**src/rtl/div_pkg.sv**
```systemverilog
// Shared types and defaults for the divider arbiter slice.
package div_pkg;

  localparam int unsigned DIV_W = 8;

  typedef enum logic [1:0] {
    IDLE  = 2'b00,
    ISSUE = 2'b01,
    WAIT  = 2'b10,
    RESP  = 2'b11
  } arb_state_e;

endpackage

```
**src/rtl/rr_arbiter.sv**
```systemverilog
// Combinational round-robin pick: scans ptr+1, ptr+2, ... (mod N) for the first pending request.
module rr_arbiter #(
  parameter int unsigned N   = 4,
  parameter int unsigned IDW = 2
) (
  input  logic [N-1:0]   req,
  input  logic [IDW-1:0] ptr,
  output logic [N-1:0]   grant,
  output logic [IDW-1:0] idx
);

  int unsigned cand;
  logic        found;

  always_comb begin
    grant = '0;
    idx   = '0;
    found = 1'b0;
    cand  = 0;
    for (int unsigned i = 1; i <= N; i++) begin
      cand = (32'(ptr) + i) % N;
      if (!found && req[cand]) begin
        found       = 1'b1;
        grant[cand] = 1'b1;
        idx         = IDW'(cand);
      end
    end
  end

endmodule

```
**src/rtl/div_arbiter.sv**
```systemverilog
// Shares one sequential divider among N clients with round-robin selection.
// Optional DIV_ARB_DBZ_EN: zero divisors are answered locally with a dbz flag instead of reaching the divider.
module div_arbiter
  import div_pkg::*;
#(
  parameter int unsigned W   = DIV_W,
  parameter int unsigned N   = 4,
  parameter int unsigned IDW = 2
) (
  input  logic           clk,
  input  logic           reset,
  input  logic [N-1:0]   req,
  input  logic [N*W-1:0] dvsr_in,
  input  logic [N*W-1:0] dvnd_in,
  output logic [N-1:0]   gnt,
  output logic [N-1:0]   rsp_valid,
  output logic [W-1:0]   quo_out,
  output logic [W-1:0]   rmd_out,
  output logic           dbz,
  output logic           busy,
  output logic           div_start,
  output logic [W-1:0]   div_dvsr,
  output logic [W-1:0]   div_dvnd,
  input  logic           div_ready,
  input  logic           div_done_tick,
  input  logic [W-1:0]   div_quo,
  input  logic [W-1:0]   div_rmd
);

  arb_state_e     state_q, state_d;
  logic [IDW-1:0] ptr_q, ptr_d, owner_q, owner_d, arb_idx;
  logic [N-1:0]   arb_gnt, gnt_d, rsp_d;
  logic [W-1:0]   dvsr_d, dvnd_d, quo_d, rmd_d;
  logic           start_d, busy_d, dbz_d;

  rr_arbiter #(.N(N), .IDW(IDW)) u_rr (
    .req   (req),
    .ptr   (ptr_q),
    .grant (arb_gnt),
    .idx   (arb_idx)
  );

  // State, bookkeeping and all outputs are registered together.
  always_ff @(posedge clk) begin
    if (!reset) begin
      state_q   <= IDLE;
      ptr_q     <= IDW'(N - 1);
      owner_q   <= '0;
      gnt       <= '0;
      rsp_valid <= '0;
      div_start <= 1'b0;
      busy      <= 1'b0;
      dbz       <= 1'b0;
      quo_out   <= '0;
      rmd_out   <= '0;
      div_dvsr  <= '0;
      div_dvnd  <= '0;
    end else begin
      state_q   <= state_d;
      ptr_q     <= ptr_d;
      owner_q   <= owner_d;
      gnt       <= gnt_d;
      rsp_valid <= rsp_d;
      div_start <= start_d;
      busy      <= busy_d;
      dbz       <= dbz_d;
      quo_out   <= quo_d;
      rmd_out   <= rmd_d;
      div_dvsr  <= dvsr_d;
      div_dvnd  <= dvnd_d;
    end
  end

  always_comb begin
    state_d = state_q;
    ptr_d   = ptr_q;
    owner_d = owner_q;
    dvsr_d  = div_dvsr;
    dvnd_d  = div_dvnd;
    quo_d   = quo_out;
    rmd_d   = rmd_out;
    dbz_d   = 1'b0;

    unique case (state_q)
      IDLE: begin
        if (|arb_gnt && div_ready) begin
          owner_d = arb_idx;
          ptr_d   = arb_idx;
          dvsr_d  = dvsr_in[arb_idx*W +: W];
          dvnd_d  = dvnd_in[arb_idx*W +: W];
          state_d = ISSUE;
        end
      end
      ISSUE: begin
`ifdef DIV_ARB_DBZ_EN
        if (div_dvsr == '0) begin
          quo_d   = '1;
          rmd_d   = div_dvnd;
          dbz_d   = 1'b1;
          state_d = RESP;
        end else begin
          state_d = WAIT;
        end
`else
        state_d = WAIT;
`endif
      end
      WAIT: begin
        if (div_done_tick) begin
          quo_d   = div_quo;
          rmd_d   = div_rmd;
          state_d = RESP;
        end
      end
      RESP: state_d = IDLE;
      default: state_d = IDLE;
    endcase

    // Strobes are registered from the next state so they line up with the state they belong to.
    gnt_d   = (state_d == ISSUE) ? (N'(1) << owner_d) : '0;
    rsp_d   = (state_d == RESP)  ? (N'(1) << owner_d) : '0;
    busy_d  = (state_d != IDLE);
`ifdef DIV_ARB_DBZ_EN
    start_d = (state_d == ISSUE) && (dvsr_d != '0);
`else
    start_d = (state_d == ISSUE);
`endif
  end

endmodule
```
**config.mk**
```make
export PLATFORM = sky130hd
export DESIGN_NAME = div_arbiter
export DESIGN_NICKNAME = d
export VERILOG_FILES = /design/src/rtl/div_pkg.sv /design/src/rtl/rr_arbiter.sv /design/src/rtl/div_arbiter.sv
export SDC_FILE = /design/constraint.sdc
export NUM_CORES = 1
export LEC_CHECK = 0
export CELL_PAD_IN_SITES_DETAIL_PLACEMENT = 0
export CELL_PAD_IN_SITES_GLOBAL_PLACEMENT = 1
export CORE_MARGIN = 5
export CORE_UTILIZATION = 32
export DETAILED_ROUTE_END_ITERATION = 8
export GPL_TIMING_DRIVEN = 1
export PLACE_DENSITY = 0.89
export SLEW_MARGIN = 25
export SYNTH_ARGS = -nofsm -noshare
export SYNTH_HDL_FRONTEND = slang
export SYNTH_HIERARCHICAL = 1
export SYNTH_SLANG_ARGS = --single-unit
```
**constraint.sdc**
```tcl
create_clock -name clk -period 6.3 [get_ports clk]
set_clock_uncertainty 0.2 [all_clocks]
set_input_delay 1.26 -clock clk [delete_from_list [all_inputs] [get_ports clk]]
set_output_delay 1.26 -clock clk [all_outputs]
set_load 0.01 [all_outputs]
```
==> results.json, run 1 <==
{
  "final_area_sq_um": 4120,
  "drive_above_1_share": 0.108,
  "rows": 33,
  "viasPerCell": 5.10,
  "slew_headroom": 0.354,
  "place_congestion": 0.887,
  "dieArea_sq_um": 10400,
  "first_pass_iters": 4,
  "htreeDepth": 2,
  "clkPwrFrac": 0.133,
  "timing_worst_slew_pin_value_ns": 0.964,
  "drt_wl_total_mm": 7.46,
  "drt_iter0_markers": 121,
  "root_buffer": "clkbuf_8",
  "combPwrFrac": 0.553,
  "ant_nets": 0,
  "post-route-drc-count": 0,
  "clockBufferDepth": 2,
  "period_minus_slack_ns": 4.40,
  "dp_hpwl_mm": 5.79,
  "cp.required_ns": 6.26,
  "arrival_ns": 4.36,
  "synthesis.nets": 382,
  "final-setup-viol-count": 0,
  "p_sw_w": 0.000539,
  "synth_top_flop_cell": "dfxtp_1",
  "clk_latency_ns": 0.29,
  "status": "completed",
  "clkTransAtPathRegs_ns": 0.09,
  "hold_violations": 0,
  "ys_seq_area_frac": 0.355,
  "syn2layout_area_growth_pct": 52.2,
  "coreArea_sq_um": 8220,
  "p_per_area_nw_per_um2": 343,
  "grt_max_degree": 23,
  "clock-sinks": 48,
  "wire_per_inst_um": 14.8,
  "fp.dieW_um": 102,
  "min_path_type": "flip-flop to flip-flop",
  "p_sw_frac": 0.381,
  "grt_pass1_wl_mm": 11.7,
  "crit_path_start_kind": "input port",
  "start_util": 0.330,
  "nets": 498,
  "groute.usage.overall": 0.140,
  "crit_type": "input port to flip-flop",
  "fin_crit_sh": 0.699,
  "routed-wl-met2_mm": 3.76,
  "portBuffers": 129,
  "wl_met1_mm": 2.95,
  "num_vias": 2573,
  "worstPathMaxFanout": 16,
  "rsz0062_at_grt": "false",
  "cts_tree": "built",
  "ys_ff_latch": 48,
  "grt_pass1_vias": 2664,
  "ios": 131,
  "syn-instance-count": 283,
  "fmax_mhz": 227,
  "synth_edf_count": 0,
  "intPower_w": 0.000875,
  "cts_made_buffers": 5,
  "vdd_ir_drop_max_mv": 0.185,
  "avgSynthCellArea_sq_um": 9.57,
  "yosys-top-cells-area": "dfxtp_1, mux4_2, nand2_1",
  "endpoint_kind": "flip-flop",
  "slew_violations": 0,
  "ctsHoldBuffers": 0,
  "antenna_found_initial": 0,
  "cts_resized": 0,
  "grt_overflow_total": 0,
  "ys.warnings.count": 6,
  "synth_cell_types": 44,
  "placed_area_sq_um": 4020,
  "post-cts-setup-buffer-count": 0,
  "n_fill_cell": 766,
  "routed.top_layer": "met4",
  "routed-wl-met3_um": 690,
  "p_seq_frac": 0.313,
  "diodes": 0,
  "synthArstFlopShare": 0,
  "maxCapViolCount": 0,
  "syn-cell-area_sq_um": 2710,
  "fin_tns_setup_ns": 0,
  "die_y_um": 102,
  "synth_top_cell_by_area": "dfxtp_1",
  "leakage_nw": 1.43,
  "yosys.area.top_type_share": 0.355
}
cells in the final DEF, fill, tap and decap left out, types with 2 or more instances in the layout:
master and n:
mux4_2 18, o22ai_1 2, nor2_1 4, buf_4 2, a21oi_1 19, dfxtp_1 48, nor2b_1 7, ha_1 11
inv_1 8, nand3_1 4, nand4_1 2, o21ai_0 11, nand4b_1 2, a221o_2 4, clkbuf_8 6, nand2_1 63
a22oi_1 3, nor3_2 2, o211ai_1 3, clkdlybuf4s50_1 129, a221oi_1 9, o21ai_1 2, o2bb2ai_1 16
final cells by class:
cell class | count | area (sq um) | area share
Clock inverter | 2 | 13.8 | 0.00334
Clock buffer | 6 | 82.6 | 0.0200
Timing Repair Buffer | 131 | 1310 | 0.317
Sequential cell | 48 | 961 | 0.233
Inverter | 9 | 33.8 | 0.00819
Multi-Input combinational cell | 204 | 1590 | 0.387
Tap cell | 105 | 131 | 0.0319
power by group through the flow:
stage / Sequential [W] / Combinational [W] / Clock [W]
finish: 0.000443 / 0.000782 / 0.000189
floorplan: 0.000472 / 0.000481 / 0
CTS: 0.000444 / 0.000789 / 0.000195
global route: 0.000456 / 0.000863 / 0.000212
global placement: 0.000446 / 0.000775 / 0
detailed placement: 0.000450 / 0.000786 / 0
metrics by stage:
stage	std cells	power [W]	utilization	worst slack (ns)	hold slack (ns)
after floorplan	283	0.000953	-	2.70	0.281
after global routing	505	0.00153	0.502	1.65	0.277
after global placement	497	0.00122	0.490	1.62	0.242
final	505	0.00141	0.502	1.90	0.258
after CTS	505	0.00143	0.501	1.80	0.260
after detailed placement	497	0.00124	0.490	1.49	0.248
kinds of logic after synthesis:
group           after synthesis  synth area share
other cells                   1           0.00138
simple gates                 94             0.159
buf+inv                      31            0.0628
compound gates               78             0.214
fa+ha+maj                    11            0.0508
flops                        48             0.355
mux                          20             0.158
worst max-delay path, stage by stage:
cell             delay [ns]
clkdlybuf4s50_1        0.58
mux4_2                 0.61
nand2_1                0.10
o21ai_0                0.07
a221o_2                0.33
o41ai_2                0.86
nor3_2                 0.33
o2bb2ai_1              0.22
path summary, 6_finish.rpt:
kind	start	to	slack [ns]	cells past startpoint
min reg2reg	rmd_out[7]	rmd_out[7]	0.26	2
max reg2reg	ptr_q[0]	div_dvnd[5]	2.07	9
max	req[3]	div_dvnd[5]	1.90	8
min	rmd_out[7]	rmd_out[7]	0.26	2
synth_stat cells (3+ instances only):
cell type,count
a21oi_1,20
a221o_2,4
a221oi_1,9
a22oi_1,3
buf_2,4
buf_4,5
buf_6,4
clkbuf_1,9
dfxtp_1,48
ha_1,11
inv_1,8
mux4_2,18
nand2_1,63
nand3_1,4
nor2_1,5
nor2b_1,7
nor3_1,3
o211ai_1,3
o21ai_0,11
o2bb2ai_1,16
state kept, by name (all words and copies together), names as in the netlist, 2 cells and up:
name,flops
state_q,2
rsp_valid,4
owner_q,2
gnt,4
rmd_out,8
ptr_q,2
div_dvsr,8
quo_out,8
div_dvnd,8
routing by layer:
| metal | global-route usage | up-vias |
|---|---|---|
| met1 | 0.162 | 1185 |
| met2 | 0.248 | 100 |
| met5 | 0 | - |
| met3 | 0.0471 | 7 |
| met4 | 0.0323 | 0 |
| li1 | - | 1281 |
Note: power is estimated with default switching activity, not from simulation.
==> inputs of run 2 (changes only) <==
- CORE_UTILIZATION: 32 -> 30
- PLACE_DENSITY: 0.89 -> 0.85
- clock period: 6.3 -> 4.2 ns (I/O delays scaled with it)
==> run 2 against run 1 <==
Effect of this change:
- final cell count rose by 1.4%
- total power rose by 59%
- clock power rose by 110%
- largest cell class unchanged
- highest routed layer unchanged
==> results.json, run 2 (synthesized netlist as in run 1, its figures left out) <==
{
  "status": "completed",
  "fin_tns_setup_ns": 0,
  "min_path_type": "flip-flop to flip-flop",
  "clock-sinks": 48,
  "multiInputGateArea_sq_um": 1600,
  "combPwrFrac": 0.537,
  "worstPathMaxFanout": 16,
  "rsz0062_at_grt": "false",
  "p_total_w": 0.00225,
  "clockBufferDepth": 2,
  "post-cts-setup-buffer-count": 0,
  "intPower_w": 0.00143,
  "cts_tree": "built",
  "htreeDepth": 2,
  "num_vias": 2596,
  "crit_top_cell": "buf_4",
  "post-route-drc-count": 0,
  "diodes": 0,
  "cp_slowest_cell": "dfxtp_1",
  "clkPwrFrac": 0.175,
  "p_seq_frac": 0.289,
  "leakage_nw": 1.47,
  "r2r-start": "ptr_q[1]",
  "ant_nets": 0,
  "nets": 502,
  "groute.usage.overall": 0.133,
  "period_minus_slack_ns": 3.67,
  "drive_above_1_share": 0.116,
  "crit_path_max_incr_delay_ns": 0.59,
  "p_sw_frac": 0.364,
  "drt_iter0_markers": 118,
  "grt_pass1_vias": 2587,
  "min_from": "rmd_out[2]",
  "slew_violations": 0,
  "die_y_um": 105,
  "start_util": 0.309,
  "fp.dieW_um": 105,
  "n_fill_cell": 842,
  "final-setup-viol-count": 0,
  "hold_violations": 0,
  "root_buffer": "clkbuf_8",
  "crit_type": "flip-flop to flip-flop",
  "wire_per_inst_um": 14.7,
  "portBuffers": 129,
  "syn2layout_area_growth_pct": 55.2,
  "fin_crit_sh": 0.874,
  "grt_max_degree": 23,
  "clk_latency_ns": 0.29,
  "cp.required_ns": 4.16,
  "rrSetupSlack_ns": 0.53,
  "arrival_ns": 3.62,
  "maxCapViolCount": 0,
  "crit_path_start_kind": "flip-flop",
  "regArea_sq_um": 961,
  "slew_headroom": 0.397,
  "worstPathCellList": "inv_1 > ha_1 > mux4_2 > nand2_1 > o21ai_0 > a221o_2 > o41ai_2 > buf_4 > nor3_2 > buf_4 > o2bb2ai_1",
  "grt_pass1_wl_mm": 12.2,
  "endpoint_kind": "flip-flop",
  "grt_overflow_total": 0,
  "clkTransAtPathRegs_ns": 0.09,
  "cts_made_buffers": 5,
  "coreArea_sq_um": 8760,
  "startpoint": "ptr_q[1]",
  "dp_hpwl_mm": 5.87,
  "p_per_area_nw_per_um2": 535,
  "place_congestion": 0.750,
  "ios": 131,
  "antenna_found_initial": 0,
  "ctsHoldBuffers": 0,
  "drt_wl_total_mm": 7.53,
  "dieArea_sq_um": 11000,
  "vdd_ir_drop_max_mv": 0.234,
  "final_cell_mix": "clkdlybuf4s50_1, nand2_1, dfxtp_1",
  "rows": 34,
  "final_common_cell": "clkdlybuf4s50_1",
  "cts_resized": 0,
  "fmax_mhz": 273,
  "first_pass_iters": 4,
  "timing_worst_slew_pin_value_ns": 0.902,
  "viasPerCell": 5.07,
  "p_sw_w": 0.000818
}
==> run 2: power by group through the flow <==
stage	logic (W)	clock network, W	registers [W]
6_report	0.00121	0.000393	0.000649
2_1_floorplan	0.000721	0	0.000708
4_1_cts	0.00122	0.000412	0.000650
3_3_place_gp	0.00120	0	0.000656
3_5_place_dp	0.00122	0	0.000661
5_1_grt	0.00133	0.000436	0.000665
==> run 2: area by class of cell <==
cell class / instances / share of cell area
flip-flops and latches: 48 / 0.229
clock buffers: 5 / 0.0164
repair buffers: 135 / 0.318
well taps: 108 / 0.0321
clock inverters: 3 / 0.0164
inverters: 9 / 0.00803
multi-input cells: 204 / 0.381
==> run 2: critical path, delay by kind of cell (launching register included) <==
kind,cells,cell delay (ns)
compound gates,4,0.95
fa+ha+maj,1,0.53
buf+inv,3,0.69
flops,1,0.59
mux,1,0.43
simple gates,2,0.14
==> run 2: per-stage QoR <==
step / utilization / std cells / hold slack (ns) / instance area (sq um) / setup slack [ns]
after global placement: 0.464 / 504 / 0.241 / 4070 / 0.162
after detailed placement: 0.464 / 504 / 0.248 / 4070 / 0.229
after CTS: 0.480 / 512 / 0.261 / 4210 / 0.516
after global routing: 0.480 / 512 / 0.279 / 4210 / 0.253
after floorplan: - / 283 / 0.281 / 2710 / 0.936
final: 0.480 / 512 / 0.258 / 4210 / 0.531
==> run 2: metal layers <==
layer	global-route usage	routed length, um
met1	0.155	3190
met2	0.232	3620
met3	0.0475	650
met4	0.0311	70
met5	0	0
==> run 2: path summary, 6_finish.rpt <==
check / to / cells past startpoint
worst max register to register: div_dvnd[1] / 11
worst min-delay path: rmd_out[2] / 2
worst max-delay path: div_dvnd[1] / 11
worst min register to register: rmd_out[2] / 2
